File: src/rtl/encoder42_b_if.sv
// Request/result bundle for the registered 4-to-2 priority encoder.
// Carries the four request lines in and the registered index/flags out.
// No handshake: the result is presented every cycle, one cycle after sampling.
interface encoder42_b_if;
    logic       i1;
    logic       i2;
    logic       i3;
    logic       i4;
    logic [1:0] o;
    logic       valid;
    logic       multi;

    // Requester side: drives the request lines, observes the result.
    modport master (
        output i1, i2, i3, i4,
        input  o, valid, multi
    );

    // Encoder side: samples the request lines, drives the result.
    modport slave (
        input  i1, i2, i3, i4,
        output o, valid, multi
    );
endinterface

File: src/rtl/encoder42_b.sv
// Registered 4-to-2 priority encoder (i4 highest) with valid and multi-request flags.
// Latency: 1 cycle from input sample to registered outputs.
// Backpressure: none; a new result is produced on every clock edge.
module encoder42_b (
    input  logic           clk,
    input  logic           rst,
    encoder42_b_if.slave   bus
);

    logic [3:0] req;
    logic [1:0] idx_nxt;
    logic       valid_nxt;
    logic       multi_nxt;

    // Collapse the request lines into the next index and flags.
    always_comb begin
        req       = {bus.i4, bus.i3, bus.i2, bus.i1};
        idx_nxt   = 2'b00;
        valid_nxt = |req;
        // Any pair of lines high means two or more requests are pending.
        multi_nxt = (req[3] & (req[2] | req[1] | req[0])) |
                    (req[2] & (req[1] | req[0])) |
                    (req[1] & req[0]);
        // Highest asserted line wins; with nothing asserted the index
        // stays 00 and only valid tells it apart from a lone i1.
        casez (req)
            4'b1???: idx_nxt = 2'b11;
            4'b01??: idx_nxt = 2'b10;
            4'b001?: idx_nxt = 2'b01;
            default: idx_nxt = 2'b00;
        endcase
    end

    // Output registers; reset overrides whatever is on the inputs.
    always_ff @(posedge clk) begin
        if (rst) begin
            bus.o     <= 2'b00;
            bus.valid <= 1'b0;
            bus.multi <= 1'b0;
        end else begin
            bus.o     <= idx_nxt;
            bus.valid <= valid_nxt;
            bus.multi <= multi_nxt;
        end
    end

endmodule

File: src/flat_wrapper.sv
// flat-port wrapper written by rule: the top's interface ports become plain ports
module encoder42_b_flat 
  (clk, rst, bus_i1, bus_i2, bus_i3, bus_i4, bus_o, bus_valid, bus_multi);
  encoder42_b_if bus_i ();
  input  logic clk;
  input  logic rst;
  input wire logic [$bits(bus_i.i1)-1:0] bus_i1;
  input wire logic [$bits(bus_i.i2)-1:0] bus_i2;
  input wire logic [$bits(bus_i.i3)-1:0] bus_i3;
  input wire logic [$bits(bus_i.i4)-1:0] bus_i4;
  output wire logic [$bits(bus_i.o)-1:0] bus_o;
  output wire logic [$bits(bus_i.valid)-1:0] bus_valid;
  output wire logic [$bits(bus_i.multi)-1:0] bus_multi;
  assign bus_i.i1 = bus_i1;
  assign bus_i.i2 = bus_i2;
  assign bus_i.i3 = bus_i3;
  assign bus_i.i4 = bus_i4;
  assign bus_o = bus_i.o;
  assign bus_valid = bus_i.valid;
  assign bus_multi = bus_i.multi;
  encoder42_b u_core (.clk(clk), .rst(rst), .bus(bus_i));
endmodule
File: config.mk
export PLATFORM = sky130hd
export DESIGN_NAME = encoder42_b_flat
export DESIGN_NICKNAME = d
export VERILOG_FILES = /design/src/rtl/encoder42_b_if.sv /design/src/rtl/encoder42_b.sv /design/src/flat_wrapper.sv
export SDC_FILE = /design/constraint.sdc
export NUM_CORES = 1
export LEC_CHECK = 0
export BUFFER_PORTS_ARGS = -buffer_cell sky130_fd_sc_hd__buf_2
export CELL_PAD_IN_SITES_DETAIL_PLACEMENT = 1
export CELL_PAD_IN_SITES_GLOBAL_PLACEMENT = 2
export CORE_AREA = 2 2 39 41
export DETAILED_ROUTE_END_ITERATION = 16
export DIE_AREA = 0 0 41 43
export PLACE_DENSITY = 0.45
export SLEW_MARGIN = 20
export SYNTH_ARGS = -nofsm -noshare
export SYNTH_HDL_FRONTEND = slang
export SYNTH_SLANG_ARGS = --single-unit
File: constraint.sdc
create_clock -name clk -period 1.15 [get_ports clk]
set_input_delay 0.345 -clock clk [delete_from_list [all_inputs] [get_ports clk]]
set_output_delay 0.345 -clock clk [all_outputs]
set_load 0.1 [all_outputs]
-- After elaboration in Yosys (flattened, before gate mapping)
Index checks and enable logic that the tools add are counted.
- bitwise gates (word level): 8
- equality and inequality tests: 2
- multiplexer cells: 1
- reductions and logical operators: 1
- operator list (kind ; count):
    case mux 2 bit (3 select lines) ; 1
    bitwise OR 1 bit ; 5
    OR reduction 4 bit ; 1
    AND 1 bit ; 3
    equality test 3 x 1 -> 1 bit (second input constant) ; 1
    equality test 2 x 1 -> 1 bit (second input constant) ; 1
- output and inout bits: 4
- flip-flop bits (word level): 4
- input port bits: 6
- logic and storage cells: 15

-- Logic depth before layout (Yosys ltp)
- depth in word-level cells: 5
- depth in mapped cells: 2
- gate-level depth less buffers: 2

-- Worst setup path after synthesis
Ideal clock, no wire load.
- kind: reg2out
- start: reg u_core.bus.multi
- end: out bus_multi
- setup slack: -104 ps
- data arrival time: 909 ps
- buffers on the path: 0
- cell stages (with the launch flop): 1
- required time: 805 ps
- path through: dfxtp_1
- RTL lines (what ; line ; source):
    from (decl) ; encoder42_b_if.sv:22 ; output o, valid, multi
    from (signal assigned) ; encoder42_b.sv:43 ; bus.multi <= multi_nxt;
    to (decl) ; flat_wrapper.sv:13 ; output wire logic [$bits(bus_i.multi)-1:0] bus_multi;
No word-level cell between the ends.

-- Worst setup path after layout
- start: reg u_core.bus.o[1]
- end: out bus_o[1]
- RTL lines (what ; line ; source):
    from (decl) ; encoder42_b_if.sv:22 ;
    from (signal assigned) ; encoder42_b.sv:41 ; bus.o <= idx_nxt;
    to (decl) ; flat_wrapper.sv:11 ; output wire logic [$bits(bus_i.o)-1:0] bus_o;
No word-level cell between the ends.

==> impl_metrics.env <==
export IMPL_portBuffers=9
export IMPL_syn2layout_area_growth_pct=117
export IMPL_cts_htree_levels=1
export IMPL_synth_area_um2=130
export IMPL_cts_sinks=4
export IMPL_tightest_slew_ns=0.201
export IMPL_dp_hpwl_um=263
export IMPL_finalMaxSlewViolations=0
export IMPL_synth_largest_area_cell="dfxtp_1"
export IMPL_drtPass1Iterations=1
export IMPL_avgSynthCellArea_um2=9.29
export IMPL_cts_repair_resize_count=0
export IMPL_crit_path_start_kind="flip-flop"
export IMPL_synthCells=14
export IMPL_final_design_area_no_fill_um2=283
export IMPL_drtIter0Drc=0
export IMPL_crit_chain="buf_12"
export IMPL_critPathCaptureType="output port"
export IMPL_start_util=0.0940
export IMPL_die_area_mm2=0.00176
export IMPL_layout_common_cells="buf_2, buf_12, dfxtp_2"
export IMPL_finalSetupViolCount=0
export IMPL_placed_area_um2=260
export IMPL_synthDistinctLibCells=7
export IMPL_crit_arrival_ns=0.73
export IMPL_grt_pass1_wl_um=545
export IMPL_finalHoldViolCount=0
export IMPL_core_area_mm2=0.00138
export IMPL_synth_seq_cells=4
export IMPL_ios=10
export IMPL_clkTransAtPathRegs_ns=0.04
export IMPL_synth_warnings=0
export IMPL_ys_seq_area_frac=0.615
export IMPL_hp_class="primary input to flip-flop"
export IMPL_required_ns=0.81
export IMPL_fin_crit_ns=1.08
export IMPL_outcome="finished, final reports clean"
export IMPL_syn_num_nets=20
export IMPL_grt_max_degree=5
export IMPL_fmax_ghz=0.927
export IMPL_clock_root_buffer="clkbuf_4"
export IMPL_fin_tns_setup_ns=0
export IMPL_cp_slowest_cell="dfxtp_2"
export IMPL_path_max_fanout=1
export IMPL_fill_cells=161
export IMPL_cts_buffers=3
export IMPL_timing_final_crit_share=0.938
export IMPL_synth_top_area_frac=0.615
export IMPL_slowest_delay_ns=0.33
export IMPL_wl_per_cell_um=7.81
export IMPL_cellPowerDensity_mw_per_mm2=1650
export IMPL_antenna_cells=0
export IMPL_die_w_um=41
export IMPL_rsz0062_at_grt="false"
export IMPL_synthTopCellsByArea="dfxtp_1, a211oi_1, nor2_1"
export IMPL_nNetsFinal=34
export IMPL_totalWireLength_um=328
export IMPL_multiInputGateArea_um2=46.3
export IMPL_antenna_found_initial=0
export IMPL_clockBufferDepth=2
export IMPL_cts_tree="yes"
export IMPL_seqCellArea_um2=85.1
export IMPL_dr_total_vias=139
export IMPL_grt_use_total=0.0542
export IMPL_via_per_inst=3.31
export IMPL_rows=14
export IMPL_ant_nets=0
export IMPL_grt_overflow_total=0
export IMPL_slew_headroom=0.865
export IMPL_worstSetupPathType="flip-flop to output port"
export IMPL_die_h_um=43
export IMPL_first_global_vias=136
export IMPL_gp_congestion=0.582
export IMPL_drc=0
export IMPL_drv_cap=0
export IMPL_post_cts_setup_buffers=0
export IMPL_cp_top_family="flip-flops"
export IMPL_p_leak_nw=0.125
export IMPL_cts_hold_buf=0
export IMPL_drive_gt1_frac=0.615
export IMPL_peakVddDrop_mv=0.217
export IMPL_worst_path_buf_inv=1
export IMPL_final_common_cell="buf_2"
[state kept, by name (all words and copies together) (netlist names)]
| signal | count |
|---|---|
| u_core.bus.o | 2 |
| u_core.bus.valid | 1 |
| u_core.bus.multi | 1 |
[metrics by stage]
step	power [mW]	hold WS, ns	cells	setup WS [ns]	util
floorplan	0.237	0.407	14	0.179	-
global placement	0.295	0.553	39	0.259	0.188
global route	0.499	0.326	42	0.0386	0.204
CTS	0.477	0.305	42	0.0576	0.204
detailed placement	0.297	0.553	39	0.232	0.188
finish	0.468	0.310	42	0.0710	0.204
[path summary, 6_finish.rpt]
kind | startpoint | endpoint | slack [ns] | cells after the start
min | rst | u_core.bus.valid | 0.31 | 2
max | u_core.bus.o[1] | bus_o[1] | 0.07 | 1
[power breakdown]
group / switching (mW) / internal, mW
combinational: 0.0867 / 0.0479
sequential: 0.00733 / 0.151
clock: 0.0577 / 0.117
total: 0.152 / 0.316
[cell families after synthesis]
group | Yosys count | share of synthesized area
buffers and inverters | 1 | 0.0288
flip-flops | 4 | 0.615
AND/OR/NAND/NOR | 5 | 0.163
AO/OA/AOI/OAI | 4 | 0.192
[cells in the mapped netlist (all sizes together)]
cell type  count
nand2b         1
nand2          1
nor2           3
a21oi          2
a211oi         2
inv            1
dfxtp          4
[final cells by class]
class                           instances  area share
Sequential cell                         4       0.301
Clock buffer                            3      0.0796
Inverter                                1      0.0133
Timing Repair Buffer                    9       0.372
Tap cell                               16      0.0708
Multi-Input combinational cell          9       0.164
[routing by layer]
layer / up-vias / GRT usage / routed length (um)
li1: 71 / - / -
met5: - / 0 / 0
met2: 12 / 0.0500 / 120
met1: 54 / 0.0643 / 131
met3: 2 / 0.0157 / 58
met4: 0 / 0.100 / 19
(Power assumes the default switching activity.)
